`src/rtl/sdram_pkg.sv`:
```
// Shared SDRAM-side types and constants used by the loader and its slice.
package sdram_pkg;

    typedef shortint unsigned uint16;
    typedef logic [15:0]      sdram_word_t;

    // Filler for the high byte when a load has an odd byte count.
    localparam logic [7:0] PAD_BYTE = 8'hFF;

endpackage

```
`src/rtl/sdram_bus.sv`:
```
// One channel of the SDRAM controller: toggle-handshake request/ack plus
// address and write/read data. A request is outstanding while req != ack.
interface sdram_bus #(
    parameter int ADDR_BITS = 22
) ();

    logic                 req;
    logic                 ack;
    logic [ADDR_BITS-1:0] address;
    logic                 we;
    logic [15:0]          data_write;
    logic [15:0]          data_read;

    modport master (
        output req,
        output address,
        output we,
        output data_write,
        input  ack,
        input  data_read
    );

    modport slave (
        input  req,
        input  address,
        input  we,
        input  data_write,
        output ack,
        output data_read
    );

endinterface

```
`src/rtl/sync_fifo.sv`:
```
// Small synchronous FIFO with synchronous active-high reset. The head entry
// is always presented on 'head' straight from the storage flops, so a pop
// and the use of its data happen in the same cycle.
module sync_fifo #(
    parameter int WIDTH = 38,
    parameter int DEPTH = 4
) (
    input  logic             clk,
    input  logic             reset,
    input  logic             push,
    input  logic [WIDTH-1:0] push_data,
    input  logic             pop,
    output logic [WIDTH-1:0] head,
    output logic             full,
    output logic             empty
);

    localparam int AW = (DEPTH > 1) ? $clog2(DEPTH) : 1;
    localparam logic [AW:0]   FULL_COUNT = (AW+1)'(DEPTH);
    localparam logic [AW:0]   ZERO_COUNT = (AW+1)'(0);
    localparam logic [AW:0]   COUNT_ONE  = (AW+1)'(1);
    localparam logic [AW-1:0] PTR_ONE    = AW'(1);
    localparam logic [AW-1:0] PTR_ZERO   = AW'(0);

    logic [WIDTH-1:0] mem_r [DEPTH];
    logic [AW-1:0]    wr_ptr_r;
    logic [AW-1:0]    rd_ptr_r;
    logic [AW:0]      count_r;
    logic             do_push_s;
    logic             do_pop_s;

    // A push into a full FIFO or a pop from an empty one is dropped so the
    // occupancy count can never wrap, even if a caller misbehaves.
    always_comb begin
        do_push_s = 1'b0;
        do_pop_s  = 1'b0;
        if (push && !full) begin
            do_push_s = 1'b1;
        end else begin
            do_push_s = 1'b0;
        end
        if (pop && !empty) begin
            do_pop_s = 1'b1;
        end else begin
            do_pop_s = 1'b0;
        end
    end

    // Pointer and occupancy bookkeeping; push and pop in one cycle both take effect.
    always_ff @(posedge clk) begin
        if (reset) begin
            wr_ptr_r <= PTR_ZERO;
            rd_ptr_r <= PTR_ZERO;
            count_r  <= ZERO_COUNT;
        end else begin
            if (do_push_s) begin
                wr_ptr_r <= wr_ptr_r + PTR_ONE;
            end
            if (do_pop_s) begin
                rd_ptr_r <= rd_ptr_r + PTR_ONE;
            end
            case ({do_push_s, do_pop_s})
                2'b10:   count_r <= count_r + COUNT_ONE;
                2'b01:   count_r <= count_r - COUNT_ONE;
                default: count_r <= count_r;
            endcase
        end
    end

    // Entry storage; contents need no reset because the count gates their use.
    always_ff @(posedge clk) begin
        if (do_push_s) begin
            mem_r[wr_ptr_r] <= push_data;
        end
    end

    assign head  = mem_r[rd_ptr_r];
    assign full  = (count_r == FULL_COUNT);
    assign empty = (count_r == ZERO_COUNT);

    sync_fifo_chk u_chk (
        .clk   (clk),
        .reset (reset),
        .push  (push),
        .pop   (pop),
        .full  (full),
        .empty (empty)
    );

endmodule

// Simulation-only protocol checks for sync_fifo callers.
module sync_fifo_chk (
    input logic clk,
    input logic reset,
    input logic push,
    input logic pop,
    input logic full,
    input logic empty
);

    // The caller gates pushes with its own ready, so a full FIFO never sees one.
    push_when_full_a: assert property (@(posedge clk) disable iff (reset) !(push && full));

    // The issuer only pops a non-empty FIFO.
    pop_when_empty_a: assert property (@(posedge clk) disable iff (reset) !(pop && empty));

endmodule

```
`src/rtl/sdram_loader.sv`:
```
// Byte-stream to SDRAM word loader. Bytes are packed little-endian into
// 16-bit words at auto-incrementing word addresses, queued in a small FIFO,
// and written out over one sdram_bus channel using the toggle handshake.
module sdram_loader
    import sdram_pkg::*;
#(
    parameter int ADDR_BITS  = 22,
    parameter int FIFO_DEPTH = 4
) (
    input  logic                 sdram_clk,
    input  logic                 reset,
    input  logic                 start,
    input  logic [ADDR_BITS-1:0] base_addr,
    input  logic [ADDR_BITS:0]   byte_count,
    input  logic [7:0]           in_data,
    input  logic                 in_valid,
    output logic                 in_ready,
    output logic                 busy,
    output logic                 done,
    sdram_bus.master             ch
);

    localparam int ENTRY_W = ADDR_BITS + 16;

    localparam logic [1:0] ST_IDLE  = 2'd0;
    localparam logic [1:0] ST_LOAD  = 2'd1;
    localparam logic [1:0] ST_FLUSH = 2'd2;
    localparam logic [1:0] ST_DONE  = 2'd3;

    localparam logic [ADDR_BITS:0]   ZERO_COUNT = (ADDR_BITS+1)'(0);
    localparam logic [ADDR_BITS:0]   ONE_COUNT  = (ADDR_BITS+1)'(1);
    localparam logic [ADDR_BITS-1:0] ADDR_ZERO  = ADDR_BITS'(0);
    localparam logic [ADDR_BITS-1:0] ADDR_ONE   = ADDR_BITS'(1);

    // Control state
    logic [1:0]           state_r;
    logic [ADDR_BITS-1:0] addr_cnt_r;
    logic [ADDR_BITS:0]   remaining_r;
    logic [7:0]           lo_byte_r;
    logic                 odd_r;          // a low byte is waiting for its partner
    logic                 busy_r;
    logic                 done_r;

    // Issuer state. req_r is deliberately left out of reset: it must keep
    // agreeing with the slave's ack, which a mid-operation reset does not
    // touch. Its power-up value matches the slave's ack power-up value.
    logic                 req_r = 1'b0;
    logic [ADDR_BITS-1:0] address_r;
    sdram_word_t          data_r;

    // Datapath / handshake signals
    logic                 in_ready_s;
    logic                 accept_s;
    logic                 last_byte_s;
    sdram_word_t          push_word_s;
    logic                 fifo_push_s;
    logic                 fifo_pop_s;
    logic                 fifo_full_s;
    logic                 fifo_empty_s;
    logic [ENTRY_W-1:0]   fifo_head_s;
    logic [ENTRY_W-1:0]   push_entry_s;
    logic                 unused_read;

    // Byte acceptance, word packing and FIFO push/pop decisions.
    always_comb begin
        in_ready_s   = 1'b0;
        accept_s     = 1'b0;
        last_byte_s  = 1'b0;
        push_word_s  = 16'h0000;
        fifo_push_s  = 1'b0;
        fifo_pop_s   = 1'b0;
        push_entry_s = {ENTRY_W{1'b0}};

        if ((state_r == ST_LOAD) && !fifo_full_s && (remaining_r != ZERO_COUNT)) begin
            in_ready_s = 1'b1;
        end else begin
            in_ready_s = 1'b0;
        end

        accept_s    = in_valid && in_ready_s;
        last_byte_s = (remaining_r == ONE_COUNT);

        // An odd-numbered byte completes the word; a lone final even byte is padded.
        if (odd_r) begin
            push_word_s = {in_data, lo_byte_r};
        end else begin
            push_word_s = {PAD_BYTE, in_data};
        end

        fifo_push_s  = accept_s && (odd_r || last_byte_s);
        push_entry_s = {addr_cnt_r, push_word_s};

        // Issue only when nothing is outstanding; nothing new starts during reset.
        if (!reset && !fifo_empty_s && (req_r == ch.ack)) begin
            fifo_pop_s = 1'b1;
        end else begin
            fifo_pop_s = 1'b0;
        end
    end

    // Load sequencing: IDLE -> LOAD -> FLUSH -> DONE -> IDLE, plus the byte packer.
    always_ff @(posedge sdram_clk) begin
        if (reset) begin
            state_r     <= ST_IDLE;
            addr_cnt_r  <= ADDR_ZERO;
            remaining_r <= ZERO_COUNT;
            lo_byte_r   <= 8'h00;
            odd_r       <= 1'b0;
            busy_r      <= 1'b0;
            done_r      <= 1'b0;
        end else begin
            done_r <= 1'b0;
            case (state_r)
                ST_IDLE: begin
                    if (start) begin
                        addr_cnt_r  <= base_addr;
                        remaining_r <= byte_count;
                        odd_r       <= 1'b0;
                        busy_r      <= 1'b1;
                        if (byte_count == ZERO_COUNT) begin
                            state_r <= ST_DONE;
                        end else begin
                            state_r <= ST_LOAD;
                        end
                    end
                end
                ST_LOAD: begin
                    if (accept_s) begin
                        remaining_r <= remaining_r - ONE_COUNT;
                        if (fifo_push_s) begin
                            odd_r      <= 1'b0;
                            addr_cnt_r <= addr_cnt_r + ADDR_ONE;
                        end else begin
                            odd_r     <= 1'b1;
                            lo_byte_r <= in_data;
                        end
                        if (last_byte_s) begin
                            state_r <= ST_FLUSH;
                        end
                    end
                end
                ST_FLUSH: begin
                    if (fifo_empty_s && (req_r == ch.ack)) begin
                        state_r <= ST_DONE;
                    end
                end
                ST_DONE: begin
                    done_r  <= 1'b1;
                    busy_r  <= 1'b0;
                    state_r <= ST_IDLE;
                end
                default: begin
                    busy_r  <= 1'b0;
                    state_r <= ST_IDLE;
                end
            endcase
        end
    end

    // Request issuer: pop the head, present it and toggle req in one step; held until acked.
    always_ff @(posedge sdram_clk) begin
        if (fifo_pop_s) begin
            req_r     <= !req_r;
            address_r <= fifo_head_s[ENTRY_W-1:16];
            data_r    <= fifo_head_s[15:0];
        end
    end

    sync_fifo #(
        .WIDTH (ENTRY_W),
        .DEPTH (FIFO_DEPTH)
    ) u_fifo (
        .clk       (sdram_clk),
        .reset     (reset),
        .push      (fifo_push_s),
        .push_data (push_entry_s),
        .pop       (fifo_pop_s),
        .head      (fifo_head_s),
        .full      (fifo_full_s),
        .empty     (fifo_empty_s)
    );

    assign in_ready      = in_ready_s;
    assign busy          = busy_r;
    assign done          = done_r;
    assign ch.req        = req_r;
    assign ch.address    = address_r;
    assign ch.data_write = data_r;
    assign ch.we         = 1'b1;

    // Read data is never used by a write-only master.
    assign unused_read = ^ch.data_read;

endmodule
```
`src/flat_wrapper.sv`:
```
// flat-port wrapper written by rule: the top's interface ports become plain ports
module sdram_loader_flat import sdram_pkg::*;
#(
    parameter int ADDR_BITS  = 22,
    parameter int FIFO_DEPTH = 4
)
  (sdram_clk, reset, start, base_addr, byte_count, in_data, in_valid, in_ready, busy, done, ch_req, ch_address, ch_we, ch_data_write, ch_ack, ch_data_read);
  sdram_bus #(.ADDR_BITS(ADDR_BITS)) ch_i ();
  input  logic sdram_clk;
  input  logic reset;
  input  logic start;
  input  logic [ADDR_BITS-1:0] base_addr;
  input  logic [ADDR_BITS:0] byte_count;
  input  logic [7:0] in_data;
  input  logic in_valid;
  output logic in_ready;
  output logic busy;
  output logic done;
  output wire logic [$bits(ch_i.req)-1:0] ch_req;
  output wire logic [$bits(ch_i.address)-1:0] ch_address;
  output wire logic [$bits(ch_i.we)-1:0] ch_we;
  output wire logic [$bits(ch_i.data_write)-1:0] ch_data_write;
  input wire logic [$bits(ch_i.ack)-1:0] ch_ack;
  input wire logic [$bits(ch_i.data_read)-1:0] ch_data_read;
  assign ch_req = ch_i.req;
  assign ch_address = ch_i.address;
  assign ch_we = ch_i.we;
  assign ch_data_write = ch_i.data_write;
  assign ch_i.ack = ch_ack;
  assign ch_i.data_read = ch_data_read;
  sdram_loader #(.ADDR_BITS(ADDR_BITS), .FIFO_DEPTH(FIFO_DEPTH)) u_core (.sdram_clk(sdram_clk), .reset(reset), .start(start), .base_addr(base_addr), .byte_count(byte_count), .in_data(in_data), .in_valid(in_valid), .in_ready(in_ready), .busy(busy), .done(done), .ch(ch_i));
endmodule
```
`config.mk`:
```
export PLATFORM = sky130hd
export DESIGN_NAME = sdram_loader_flat
export DESIGN_NICKNAME = d
export VERILOG_FILES = /design/src/rtl/sdram_pkg.sv /design/src/rtl/sdram_bus.sv /design/src/rtl/sync_fifo.sv /design/src/rtl/sdram_loader.sv /design/src/flat_wrapper.sv
export SDC_FILE = /design/constraint.sdc
export NUM_CORES = 1
export LEC_CHECK = 0
export ABC_AREA = 1
export ABC_CLOCK_PERIOD_IN_PS = 17600
export CORE_MARGIN = 2
export CORE_UTILIZATION = 36
export CTS_CLUSTER_DIAMETER = 150
export DETAILED_ROUTE_END_ITERATION = 10
export PLACE_DENSITY = 0.62
export SYNTH_ARGS = -nofsm -noshare
export SYNTH_HDL_FRONTEND = slang
export SYNTH_HIERARCHICAL = 1
export SYNTH_SLANG_ARGS = --single-unit
```
`constraint.sdc`:
```
create_clock -name sdram_clk -period 17.6 [get_ports sdram_clk]
set_clock_uncertainty 0.1 [all_clocks]
set_input_delay 4.4 -clock sdram_clk [delete_from_list [all_inputs] [get_ports sdram_clk]]
set_output_delay 4.4 -clock sdram_clk [all_outputs]
set_load 0.01 [all_outputs]
```
**Yosys cells after proc, flatten, opt, wreduce, memory -nomap -nowiden**

Memory sizes are Yosys's and may differ from the RTL's. A register that Yosys moved wholly into a read port is not among the register bits.
Index checks and enable logic that the tools add are counted.

- Add/sub/neg operators: 6
- Eq/ne operators: 13
- Mux-type cells: 28
- Bitwise logic cells: 1
- Reductions and logical operators: 26

Operator list:

| cell | count |
|---|---|
| $mux W22 | 3 |
| $mux W23 | 2 |
| $pmux W23 S2 | 1 |
| $pmux W22 S2 | 1 |
| $eq A23 B1 Y1 const B | 1 |
| $logic_not A23 Y1 | 1 |
| $reduce_bool A23 Y1 | 1 |
| $sub A23 B1 Y23 const B | 1 |
| $add A22 B1 Y22 const B | 1 |
| $mux W16 | 1 |
| $mux W1 | 11 |
| $mux W2 | 5 |
| $logic_and A1 B1 Y1 | 9 |
| $pmux W2 S4 | 1 |
| $reduce_and A4 Y1 | 2 |
| $eq A2 B2 Y1 const B | 3 |
| $ne A2 B1 Y1 const B | 3 |
| $pmux W3 S2 | 1 |
| $reduce_and A3 Y1 | 2 |
| $reduce_bool A2 Y1 | 3 |
| $add A2 B1 Y2 const B | 2 |
| $eq A2 B1 Y1 const B | 2 |
| $logic_not A1 Y1 | 4 |
| $ne A2 B2 Y1 const B | 2 |
| 10 further kinds | 11 |

- Flip-flop bits (word level): 66
- RAM bits: 152
- Output and inout port bits: 43
- Word-level logic and storage cells: 86
- Memories kept: 1

Memory list:

| name | depth | bits a word | rd ports | clocked after memory_dff | write ports | RTL line | RTL |
|---|---|---|---|---|---|---|---|
| u_core.u_fifo.mem_r | 4 | 38 | 1 | 1 | 1 | sync_fifo.sv:25 | `logic [WIDTH-1:0] mem_r [DEPTH];` |

**Logic depth before layout (Yosys ltp)**

- Depth after elaboration: 11
- Mapped depth: 18
- Depth with buffers taken out: 18

**By module**

Netlist, hierarchy kept.

By module, submodules not included:

| module | instances | cells an instance | area an instance (µm²) | sequential area each (µm²) |
|---|---|---|---|---|
| sync_fifo | 1 | 438 | 6123.4 | 4744.6 |
| sdram_loader | 1 | 739 | 5253.8 | 2332.2 |

**Worst setup path before layout**

OpenSTA, ideal clock, no wires.

- Kind: input-to-reg
- Start: in ch_ack
- End: reg u_core.u_fifo.count_r[2]
- Arrival: 8.663 ns
- Required time: 17.387 ns
- Slack: 8.724 ns
- Stages: 13
- Cell sequence: xor2_1 nor3_1 nand2_1 inv_1 ha_1 inv_1 fa_1 inv_1 nand2_1 nand3_1 nand2_1 nand2_1 nor2_1

- Word-level cells in the longest chain between the ends: 7
- Elaborated cells on any way between the ends: 9
- Those cells by class: eq/ne (3); mux (3); reduce/logical (3)

Ends and longest elaborated chain:

| what | RTL line | RTL |
|---|---|---|
| start: declaration | flat_wrapper.sv:23 | `input wire logic [$bits(ch_i.ack)-1:0] ch_ack;` |
| $eq A1 B1 Y1 * | sdram_loader.sv:94 | `if (!reset && !fifo_empty_s && (req_r == ch.ack)) begin` |
| $logic_and A1 B1 Y1 * | sdram_loader.sv:94 |  |
| $mux W1 * | sdram_loader.sv:94 |  |
| named net u_core.fifo_pop_s | sdram_loader.sv:57 | `logic fifo_pop_s;` |
| $logic_and A1 B1 Y1 * | sync_fifo.sv:42 | `if (pop && !empty) begin` |
| $mux W1 * | sync_fifo.sv:42 |  |
| named net u_core.u_fifo.do_pop_s | sync_fifo.sv:30 | `logic do_pop_s;` |
| $eq A2 B1 Y1 / $eq A2 B2 Y1 (equally long branches) | sync_fifo.sv:62 | `case ({do_push_s, do_pop_s})` |
| $pmux W3 S2 / $reduce_bool A2 Y1 (equally long branches) | n/a |  |
| end signal: assignment | sync_fifo.sv:63 | `2'b10: count_r <= count_r + COUNT_ONE;` |
| end signal: assignment | sync_fifo.sv:64 | `2'b01: count_r <= count_r - COUNT_ONE;` |
| end signal: assignment | sync_fifo.sv:65 | `default: count_r <= count_r;` |
| end: declaration | sync_fifo.sv:28 | `logic [AW:0] count_r;` |

Mark *: on every way through the listed nets, which the timed path passes. The rest lies on a longest branch.
A chain may end at the register's enable or synchronous reset.

**Worst setup path in the final report**

- Start: reg u_core.state_r[1]
- End: out in_ready

- Word-level cells in the longest chain between the ends: 4

Ends and longest elaborated chain:

| what | RTL line | RTL |
|---|---|---|
| start: declaration | sdram_loader.sv:36 | `logic [1:0] state_r;` |
| start signal: assignment | sdram_loader.sv:104 | `state_r <= ST_IDLE;` |
| start signal: assignment | sdram_loader.sv:121 | `state_r <= ST_DONE;` |
| start signal: assignment | sdram_loader.sv:123 | `state_r <= ST_LOAD;` |
| $eq A2 B1 Y1 | sdram_loader.sv:74 | `if ((state_r == ST_LOAD) && !fifo_full_s && (remaining_r != ZERO_COUNT)) begin` |
| $logic_and A1 B1 Y1 (2 in a row) | sdram_loader.sv:74 |  |
| $mux W1 | sdram_loader.sv:74 |  |
| end: declaration | flat_wrapper.sv:16 | `output logic in_ready;` |

Every way passes these cells.

==> flow_metrics.tcl <==
set metrics [dict create \
    row_count 65 \
    period_minus_slack_ps 7676 \
    async_reset_ff_share_pct 0 \
    i_o_pin_total 117 \
    worstSetupStartpointType "flip-flop" \
    finalWeightedCongestion 0.8241 \
    drtPass1Iterations 5 \
    detailedPlacementHpwl_microns 15710 \
    instances_no_fill 1687 \
    max_slew_margin_pct 31.62 \
    timing_worst_setup_path_type "flip-flop to output port" \
    number_of_synthesized_flops_with_an_enable_pin 191 \
    crit_required_ps 13100 \
    dieWidth_microns 181.8 \
    max_slew.worst_pin.slew_ps 1026 \
    route.detailed.drc 0 \
    worst-endpoint-arrival_ps 3180 \
    power-per-cell-area_nw_per_um2 139.2 \
    die_height_microns 181.8 \
    worst_hold_startpoint "u_core/state_r[1]" \
    cts_buffers 27 \
    cts.clk_slew.worst_paths_ps 60 \
    portion_of_netlist_area_occupied_by_mux_cells_pct 0 \
    drive_above_1_share_pct 7.015 \
    ir_worst_vdd_uv 76.18 \
    multi_input_comb_area_sq_um 3651 \
    ctsLongestPathBuffers 3 \
    via_count 8342 \
    crit-reg2reg-launch "u_core/state_r[1]" \
    run_status "complete, no violations" \
    grt_pass1_vias 7811 \
    grt_first_pass_wirelength_microns 41850 \
    syn_avg_cell_area_sq_um 9.666 \
    cts-resized-gates 0 \
    final_antenna_net_count 0 \
    synth_top_family_by_area "simple AND/OR/NAND/NOR gates" \
    setup_violations 0 \
    ys_ff_latch 258 \
    clock_sink_count 258 \
    ctsHoldBuffers 0 \
    synth_compound_area_share_pct 10.30 \
    synthXorXnorAreaFrac_pct 0.6159 \
    total_of_warnings_raised_by_yosys 6 \
    full_die_area_sq_um 33040 \
    io_buffers 99 \
    post-cts-setup-buffer-count 0 \
    grt_antenna_before_repair 2 \
    timing.max_cap.violations 0 \
    final_cell_mix "228 x nand2_1, 191 x edfxtp_1, 188 x nor2_1" \
    mappedNetlistArea_sq_um 11380 \
    final_number_of_hold_violating_endpoints 0 \
    r2r_setup_slack_ps 13300 \
    synthCells 1177 \
    timing.critical_path.from "u_core/state_r[1]" \
    synth.net_count 1265 \
    vias_per_cell 4.945 \
    placeable_core_region_sq_um 31310 \
    fillers 2987 \
    max_freq_mhz 130.3 \
    route.detailed.wl_per_inst_microns 15.51 \
    power.static_leakage_uw 0.005092 \
    totalWireLength_microns 26160 \
    finalCritPeriodShare_pct 43.62 \
    synth-main-ff-cell "edfxtp_1" \
    seq_area_frac_synth_pct 62.20 \
    final-max-slew-violation-count 0 \
    globalRoute.totalOverflow 0 \
    unrepaired_setup_endpoints_after_global_routing "no" \
    tns_ps 0 \
    synth_cell_type_count 40 \
    final_net_count 1350 \
    initial_core_util_pct 36.34 \
    largest_net_degree_at_the_start_of_global_routing 78 \
    worstHoldPathType "flip-flop to flip-flop" \
    synth_simple_gate_area_share_pct 19.22 \
    clock_insertion_delay_worst_skew_ps 530 \
    critPathMaxFanout 55 \
    crit_path_end_kind "output port" \
    place.detailed.instances 1635 \
    most_common_cell_after_layout_fill_and_taps_aside "nand2_1" \
    track_usage_pct 15.85 \
    regArea_sq_um 7079 \
    tritoncts "built" \
    clock-root-buffer "clkbuf_16" \
    synth-adder-area-share_pct 1.606 \
    area_growth_syn_to_layout_pct 19.51 \
    dr.first_iter.drc_count 672 \
    ctsHtreeMaxLevel 1 \
]
==> metrics by stage <==
step	instance area, sq um	setup slack, ps	hold slack [ps]	utilization, %	power [uW]
after floorplan	11380	8724	358.9	-	1190
after global placement	12670	10380	385.6	40.46	1302
after detailed placement	12670	10350	391.9	40.46	1314
after CTS	13590	9878	409.3	43.41	1906
after global routing	13590	9623	419.7	43.41	2012
final	13600	9924	406.0	43.42	1892
==> metal layers <==
layer | vias up | part of all wire (%) | global-route usage, % | wire length (microns)
met5 | - | 0 | 0 | 0
met1 | 3945 | 45 | 21.22 | 11850
met3 | 41 | 6.0 | 2.527 | 1561
met2 | 205 | 46 | 26.51 | 12150
met4 | 0 | 2.3 | 4.878 | 597
li1 | 4151 | - | - | -
==> report_power, final <==
group / total, uW / internal [uW] / switching, uW
clock network: 588 / 354 / 234
logic: 490 / 160 / 330
registers: 814 / 742 / 72.6
==> cells by family after synthesis <==
logic type,after synthesis
buf+inv,152
fa+ha+maj,14
flops,258
xor+xnor,8
compound gates,220
simple gates,524
other cells,1
==> critical path, cell delays in order (launching register included) <==
cell             delay (ps)
dfxtp_1                 340
inv_1                   110
ha_1                    150
buf_4                   460
inv_2                   540
nor2_1                  330
nand2_1                 120
inv_1                    60
clkdlybuf4s50_1         530
==> registers in the layout, indices dropped and copies added, names as in the netlist, named ones only <==
register                count
u_core/u_fifo/mem_r       152
u_core/u_fifo/rd_ptr_r      2
u_core/lo_byte_r            8
u_core/u_fifo/wr_ptr_r      2
u_core/u_fifo/count_r       3
u_core/state_r              2
u_core/ch.address          22
u_core/ch.req               1
u_core/busy                 1
u_core/ch.data_write       16
u_core/done                 1
u_core/addr_cnt_r          22
u_core/odd_r                1
u_core/remaining_r         23
==> final cells by class <==
| type | count | area share, % |
|---|---|---|
| Sequential cell | 258 | 52.07 |
| Multi-Input combinational cell | 767 | 26.85 |
| Timing Repair Buffer | 108 | 7.785 |
| Clock buffer | 34 | 5.383 |
| Tap cell | 402 | 3.699 |
| Inverter | 100 | 2.761 |
| Clock inverter | 16 | 1.417 |
| Antenna cell | 2 | 0.03681 |
==> Yosys cell counts, types with 2 or more instances <==
library cell | number | area [sq um]
buf_1 | 3 | 11.26
inv_2 | 4 | 15.01
nand2_2 | 5 | 31.28
nor2_4 | 3 | 33.78
buf_4 | 7 | 52.55
nand3_2 | 4 | 40.04
nor4_1 | 4 | 25.02
dfxtp_1 | 67 | 1341
xor2_1 | 7 | 61.31
nor3_1 | 9 | 45.04
a21oi_1 | 38 | 190.2
nor2_1 | 192 | 720.7
inv_1 | 95 | 356.6
nor2_2 | 6 | 37.54
ha_1 | 13 | 162.7
o21ai_0 | 125 | 625.6
edfxtp_1 | 191 | 5736
clkbuf_2 | 4 | 20.02
nor3_2 | 2 | 20.02
and2_1 | 2 | 12.51
clkbuf_1 | 17 | 63.81
or2_2 | 6 | 37.54
nand2_1 | 228 | 855.8
o31ai_1 | 3 | 22.52
nand4_1 | 10 | 62.56
buf_6 | 9 | 101.4
o21ai_1 | 9 | 45.04
buf_2 | 12 | 60.06
o22ai_1 | 39 | 244.0
nand3_1 | 53 | 265.3
==> worst paths after layout <==
| kind | endpoint | cells past startpoint |
|---|---|---|
| min | u_core/state_r[1] | 2 |
| min reg2reg | u_core/state_r[1] | 2 |
| max reg2reg | u_core/addr_cnt_r[8] | 12 |
| max | in_ready | 8 |
Power figures use the tool's default switching activity.
